<file path="config.mk">
export PLATFORM = sky130hd
export DESIGN_NAME = tcm_boot_loader
export DESIGN_NICKNAME = d
export VERILOG_FILES = /design/src/rtl/tcm_boot_loader.sv
export SDC_FILE = /design/constraint.sdc
export NUM_CORES = 1
export LEC_CHECK = 0
export CAP_MARGIN = 20
export CORE_MARGIN = 5
export CORE_UTILIZATION = 30
export CTS_BUF_LIST = sky130_fd_sc_hd__clkbuf_16
export DETAILED_ROUTE_END_ITERATION = 10
export HOLD_SLACK_MARGIN = 0.12
export PLACE_DENSITY_LB_ADDON = 0.05
export SKIP_CTS_REPAIR_TIMING = 1
export SLEW_MARGIN = 0
export SYNTH_ARGS = -nofsm -noshare
export SYNTH_HDL_FRONTEND = slang
export SYNTH_SLANG_ARGS = --single-unit
</file>
<file path="constraint.sdc">
create_clock -name clk_i -period 4 [get_ports clk_i]
set_input_delay 0.6 -clock clk_i [delete_from_list [all_inputs] [get_ports clk_i]]
set_output_delay 0.6 -clock clk_i [all_outputs]
set_load 0.005 [all_outputs]
</file>
<file path="src/rtl/tcm_boot_loader.sv">
// Purpose : copies a byte stream into TCM as little-endian words, optionally verifying each word by read-back.
// Latency : one stream byte per cycle in COLLECT; each word costs a write (and read) request/ack round trip.
// Backpres: in_ready_o is high only while collecting bytes; bus requests are held stable until mem_d_accept_i.
//
// Ports:
//   clk_i, rst_i                  clock (rising edge), asynchronous active-low reset
//   start_i, len_i                start a load of len_i bytes (ignored while busy_o)
//   in_valid_i/in_data_i/in_ready_o  byte stream in
//   mem_d_*                       single-outstanding request/accept/ack data port initiator
//   busy_o, done_o, error_o       load status (done/error sticky until next accepted start)
//   core_rst_o                    core reset, released only after an error-free load
module tcm_boot_loader #(
  parameter logic [31:0] BASE_ADDR = 32'h8000_0000,
  parameter int          VERIFY    = 1,
  parameter int          TIMEOUT   = 1023
) (
  input  logic        clk_i,
  input  logic        rst_i,
  input  logic        start_i,
  input  logic [31:0] len_i,
  input  logic        in_valid_i,
  input  logic [7:0]  in_data_i,
  output logic        in_ready_o,
  output logic [31:0] mem_d_addr_o,
  output logic [31:0] mem_d_data_wr_o,
  output logic        mem_d_rd_o,
  output logic [3:0]  mem_d_wr_o,
  input  logic        mem_d_accept_i,
  input  logic        mem_d_ack_i,
  input  logic [31:0] mem_d_data_rd_i,
  output logic        busy_o,
  output logic        done_o,
  output logic        error_o,
  output logic        core_rst_o
);

  typedef enum logic [2:0] {
    S_IDLE,
    S_COLLECT,
    S_WREQ,
    S_WACK,
    S_RREQ,
    S_RACK,
    S_DONE
  } state_t;

  // Last count value before the wait is abandoned: TIMEOUT cycles spent in one wait state.
  localparam logic [31:0] TMO_LAST = 32'(TIMEOUT - 1);

  state_t      state_q, state_d;
  logic [31:0] remaining_q, remaining_d;
  logic [31:0] addr_q, addr_d;
  logic [31:0] data_q, data_d;
  logic [31:0] tmo_q, tmo_d;
  logic [3:0]  strb_q, strb_d;
  logic [1:0]  idx_q, idx_d;
  logic        error_q, error_d;

  logic [31:0] byte_mask;
  logic        tmo_hit;
  logic        wr_done;
  logic        rd_done;
  logic        word_next;

  always_ff @(posedge clk_i or negedge rst_i) begin
    if (!rst_i) begin
      state_q     <= S_IDLE;
      remaining_q <= '0;
      addr_q      <= '0;
      data_q      <= '0;
      tmo_q       <= '0;
      strb_q      <= '0;
      idx_q       <= '0;
      error_q     <= 1'b0;
    end else begin
      state_q     <= state_d;
      remaining_q <= remaining_d;
      addr_q      <= addr_d;
      data_q      <= data_d;
      tmo_q       <= tmo_d;
      strb_q      <= strb_d;
      idx_q       <= idx_d;
      error_q     <= error_d;
    end
  end

  always_comb begin
    state_d     = state_q;
    remaining_d = remaining_q;
    addr_d      = addr_q;
    data_d      = data_q;
    strb_d      = strb_q;
    idx_d       = idx_q;
    error_d     = error_q;
    wr_done     = 1'b0;
    rd_done     = 1'b0;
    word_next   = 1'b0;
    byte_mask   = {{8{strb_q[3]}}, {8{strb_q[2]}}, {8{strb_q[1]}}, {8{strb_q[0]}}};
    tmo_hit     = (tmo_q >= TMO_LAST);

    case (state_q)
      S_IDLE, S_DONE: begin
        if (start_i) begin
          remaining_d = len_i;
          addr_d      = BASE_ADDR;
          data_d      = '0;
          strb_d      = '0;
          idx_d       = '0;
          error_d     = 1'b0;
          state_d     = (len_i == 32'd0) ? S_DONE : S_COLLECT;
        end
      end
      S_COLLECT: begin
        if (in_valid_i) begin
          data_d[{idx_q, 3'b000} +: 8] = in_data_i;
          strb_d[idx_q]                = 1'b1;
          remaining_d                  = remaining_q - 32'd1;
          idx_d                        = idx_q + 2'd1;
          // Word is complete on its 4th byte or on the image's final byte.
          if (idx_q == 2'd3 || remaining_q == 32'd1) begin
            state_d = S_WREQ;
          end
        end
      end
      S_WREQ: begin
        if (mem_d_accept_i) begin
          if (mem_d_ack_i) wr_done = 1'b1;
          else             state_d = S_WACK;
        end else if (tmo_hit) begin
          error_d = 1'b1;
          state_d = S_DONE;
        end
      end
      S_WACK: begin
        if (mem_d_ack_i) begin
          wr_done = 1'b1;
        end else if (tmo_hit) begin
          error_d = 1'b1;
          state_d = S_DONE;
        end
      end
      S_RREQ: begin
        if (mem_d_accept_i) begin
          if (mem_d_ack_i) rd_done = 1'b1;
          else             state_d = S_RACK;
        end else if (tmo_hit) begin
          error_d = 1'b1;
          state_d = S_DONE;
        end
      end
      S_RACK: begin
        if (mem_d_ack_i) begin
          rd_done = 1'b1;
        end else if (tmo_hit) begin
          error_d = 1'b1;
          state_d = S_DONE;
        end
      end
      default: state_d = S_IDLE;
    endcase

    if (wr_done) begin
      if (VERIFY != 0) state_d = S_RREQ;
      else             word_next = 1'b1;
    end

    // Only the bytes actually written are compared; unwritten lanes hold whatever TCM had.
    if (rd_done) begin
      if (((mem_d_data_rd_i ^ data_q) & byte_mask) != 32'd0) begin
        error_d = 1'b1;
        state_d = S_DONE;
      end else begin
        word_next = 1'b1;
      end
    end

    if (word_next) begin
      addr_d  = addr_q + 32'd4;
      data_d  = '0;
      strb_d  = '0;
      idx_d   = '0;
      state_d = (remaining_q == 32'd0) ? S_DONE : S_COLLECT;
    end

    // Counter restarts on every state change, so each wait state gets its own budget.
    tmo_d = (state_d != state_q) ? 32'd0 : tmo_q + 32'd1;
  end

  assign in_ready_o      = (state_q == S_COLLECT);
  assign mem_d_addr_o    = addr_q;
  assign mem_d_data_wr_o = data_q;
  assign mem_d_wr_o      = (state_q == S_WREQ) ? strb_q : 4'b0000;
  assign mem_d_rd_o      = (state_q == S_RREQ);
  assign busy_o          = (state_q != S_IDLE) && (state_q != S_DONE);
  assign done_o          = (state_q == S_DONE);
  assign error_o         = error_q;
  assign core_rst_o      = !(done_o && !error_q);

endmodule

</file>
==> implementation parameters <==
Parameter                              Value

Place
  Routability-driven placement congestion ratio ... approximately 0.76
  Cell Area, Placed ... 9940 um2
  Port buffer count ... 149
  Worst setup timing slack at the placement stage ... between 0.7 and 0.8 ns
  HPWL Detailed ... 17900 um

Logic synthesis
  Cell taking the most area after synthesis ... sky130_fd_sc_hd__dfrtp_1
  Part of the Yosys area used for sequential elements ... 42.1%
  Asr flop ratio synth ... 100%
  Fraction of synthesized cell area taken by the top area cell type ... 42.1%
  Distinct cells, synth ... 69
  Register bit count reported by yosys ... 136
  Number of warnings printed during yosys synthesis ... 0
  Top cells by area in the synthesized netlist ... sky130_fd_sc_hd__dfrtp_1, sky130_fd_sc_hd__xnor2_1, sky130_fd_sc_hd__nand2_1, sky130_fd_sc_hd__o21ai_0, sky130_fd_sc_hd__a21oi_1
  Post-Syn Area ... 8080 um2
  Number of enable flip-flop cells after synthesis ... 0
  Number of cells produced by synthesis ... about 930
  Synthesized area per cell ... 8.68 um2
  Most used flip-flop cell after synthesis ... sky130_fd_sc_hd__dfrtp_1

Worst setup path
  Biggest fanout along the worst timing path ... 47
  Nature of the critical path endpoint ... flip-flop
  Biggest cell delay along the critical path ... 0.57 ns
  Startpoint type of the worst setup path ... flip-flop
  Max stage delay cell, worst path ... sky130_fd_sc_hd__dfrtp_1
  Type of the setup path with the least slack ... flip-flop to flip-flop
  Required time of the worst setup path ... 4.30 ns
  Critical-path cell list ... inv_1, or3_1, inv_2, and2_1, nor2_2, buf_4, nor3_1, a21oi_1, a211o_1
  Worst Path Arrival ... 3.48 ns

Die
  Floorplan die area ... 30300 um2
  Vert. Die Dim ... 174 um
  Top Ports ... 152
  Starting Density ... 30.2%
  Die boundary width ... 174 um
  Row count ... 60
  Std-Cell Core Area ... 26700 um2

Drt
  Routed wire per std cell ... 17.6 um
  Drt drc ... 0
  Drt total wl ... 25100 um
  Vias after detailed routing ... 7295
  DR vias/cell ... 5.12
  Pre-Repair DR Iteration Count ... 5
  DRC violation total after the first TritonRoute iteration ... 494
  Count of nets left with antenna violations after detail routing ... 0

Global route
  Antenna violations before repair ... 0
  Global-route wire length before repair ... 41400 um
  GR Overflow Total ... 0
  Largest net degree at the start of global routing ... 94
  Via count of the first global-routing pass ... around 7400
  Total GRT Usage ... 16.7%

CTS
  Clock tree from TritonCTS ... yes
  Clock root buffer ... sky130_fd_sc_hd__clkbuf_16
  Clock buffer depth ... 2
  H-tree levels ... 4
  Worst-Skew Late Latency ... 0.42 ns
  Clock transition at the register clock pins on the worst setup and hold paths after CTS ... 0.06 ns
  Cts bufs inserted ... 17
  Sink Count ... roughly 140

Cells and area
  Sequential standard cell area ... ~3400 um2
  Share of cells above drive strength 1 ... 7.29%
  Area Overhead vs Synth ... 30.3%
  Multi-input gate area ... about 4300 um2
  Layout net count ... 1164
  Number of antenna repair diodes ... 0
  Post-layout instance area ... 10500 um2
  Post-Route Utilization ... 39.4%
  Fill count ... roughly 2800

STA
  Final WS setup ... 0.815 ns
  Slew of the pin with the lowest slew margin ... around 0.96 ns
  Number of hold violations in the final report ... 0
  Remaining max-slew budget at the tightest pin ... a little over a third
  Sum Neg Setup Slack ... 0 ns
  Layout Skew ... 0.0150 ns
  Final Critical Period ... 3.19 ns
  Final setup violating endpoints ... 0
  Fin crit share ... 79.6%
  Slew Limit Fails ... 0
  Fmax achieved ... between 300 and 400 MHz
  RSZ-0062 raised after global routing ... no

Run
  Max-capacitance violation count ... 0

Power
  Leakage component of the power ... 4.16 nW
  Total chip power ... 6.00 mW
  Worst supply voltage drop on vdd ... between 200 and 300 uV
  Power density over the cells ... ~570 nW/um2

Status
  Run status ... complete, no violations

Hold path
  Hold Crit Class ... input pin to async pin
## Yosys cell counts (5+ instances only)
master,n
sky130_fd_sc_hd__a31oi_1,8
sky130_fd_sc_hd__ha_1,14
sky130_fd_sc_hd__and2_1,9
sky130_fd_sc_hd__o21ai_0,68
sky130_fd_sc_hd__nand4_1,37
sky130_fd_sc_hd__nor4_1,21
sky130_fd_sc_hd__nand2_1,102
sky130_fd_sc_hd__o211ai_1,6
sky130_fd_sc_hd__and3_1,25
sky130_fd_sc_hd__a22oi_1,6
sky130_fd_sc_hd__buf_2,14
sky130_fd_sc_hd__nor2b_1,7
sky130_fd_sc_hd__nand3_1,44
sky130_fd_sc_hd__clkbuf_1,27
sky130_fd_sc_hd__dfrtp_1,136
sky130_fd_sc_hd__mux2_2,6
sky130_fd_sc_hd__o22a_1,6
sky130_fd_sc_hd__or3_1,6
sky130_fd_sc_hd__xnor2_1,56
sky130_fd_sc_hd__o22ai_1,7
sky130_fd_sc_hd__nor2_1,70
sky130_fd_sc_hd__mux2i_1,16
sky130_fd_sc_hd__nor3_1,53
sky130_fd_sc_hd__nor3_2,6
sky130_fd_sc_hd__nand2b_1,5
sky130_fd_sc_hd__inv_1,40
sky130_fd_sc_hd__xor2_1,7
sky130_fd_sc_hd__a21oi_1,53
## stage by stage
stage / cells / hold WS [ns]
floorplan: 932 / 0.304
global placement: 1394 / 0.497
detailed placement: 1394 / 0.467
CTS: 1425 / 0.324
global route: 1425 / 0.357
finish: 1425 / 0.253
## critical path: cells and delay by family (launching register included)
family | cells | cell delay (ns)
compound gates | 2 | 0.40
simple gates | 4 | 1.26
flops | 1 | 0.57
buf+inv | 3 | 0.84
## worst paths after layout
kind,startpoint,end,slack [ns],cells after the start
setup / recovery,state_q[0],remaining_q[29],0.81,9
hold / removal,rst_i,mem_d_data_wr_o[18],0.25,1
setup reg to reg,state_q[0],remaining_q[29],0.81,9
hold reg to reg,mem_d_addr_o[31],mem_d_addr_o[31],0.48,1
max in group asynchronous,rst_i,tmo_q[4],2.94,2
min in group clk_i,mem_d_addr_o[31],mem_d_addr_o[31],0.48,1
## cells by family (layout without fill, tap and decap cells)
kind of cell    count (synthesis)  in the layout  share of synthesized area [%]
simple gates                  413            413                           26.6
compound gates                191            191                           14.3
flops                         136            136                           42.1
buf+inv                        89            241                           4.77
xor+xnor                       64             64                           7.03
mux                            22             22                           2.82
fa+ha+maj                      15             15                           2.29
other cells                     1              2                         0.0464
## area by class of cell
class	instances	area share, %
multi-input cells	707	40.9
well taps	341	4.05
clock inverters	14	1.51
clock buffers	17	4.04
inverters	41	1.46
repair buffers	169	15.7
flip-flops and latches	136	32.3
## sequential cells by signal, summed over array words and instances (netlist names)
name	cells
tmo_q	32
error_o	1
state_q	3
remaining_q	32
mem_d_addr_o	30
strb_q	4
idx_q	2
mem_d_data_wr_o	32
## cell usage in the layout (no fill, tap or decap), types with 6 or more instances in the layout
cell	synthesis	final
sky130_fd_sc_hd__nor2_1	70	69
sky130_fd_sc_hd__nor4_1	21	21
sky130_fd_sc_hd__inv_1	40	41
sky130_fd_sc_hd__nand3_1	44	44
sky130_fd_sc_hd__and3_1	25	25
sky130_fd_sc_hd__or3_1	6	6
sky130_fd_sc_hd__nor3_2	6	6
sky130_fd_sc_hd__and2_1	9	9
sky130_fd_sc_hd__mux2i_1	16	15
sky130_fd_sc_hd__nand2_1	102	102
sky130_fd_sc_hd__a31oi_1	8	8
sky130_fd_sc_hd__ha_1	14	14
sky130_fd_sc_hd__clkdlybuf4s50_1	0	148
sky130_fd_sc_hd__clkbuf_16	0	17
sky130_fd_sc_hd__o211ai_1	6	6
sky130_fd_sc_hd__mux2_2	6	6
sky130_fd_sc_hd__o22ai_1	7	7
sky130_fd_sc_hd__buf_4	3	19
sky130_fd_sc_hd__xor2_1	7	7
sky130_fd_sc_hd__nor3_1	53	53
sky130_fd_sc_hd__a21oi_1	53	53
sky130_fd_sc_hd__o22a_1	6	6
sky130_fd_sc_hd__a22oi_1	6	6
sky130_fd_sc_hd__o21ai_0	68	68
sky130_fd_sc_hd__xnor2_1	56	56
sky130_fd_sc_hd__nor2b_1	7	7
sky130_fd_sc_hd__dfrtp_1	136	136
sky130_fd_sc_hd__nand4_1	37	37
## power by group
group | switching [mW] | internal [mW] | leakage, nW
clock | 0.627 | 0.971 | 0.287
sequential | 0.341 | 1.62 | 1.81
combinational | 1.55 | 0.891 | 2.07
total | 2.52 | 3.49 | 4.16
## per-layer routing
metal,up-vias,GRT usage (%),part of all wire (%)
met3,9,3.37,4.5
met2,170,25.8,45
li1,3620,-,-
met1,3496,24.3,49
met4,0,3.46,0.65
met5,-,0,0
Note: power is estimated with default switching activity, not from simulation.
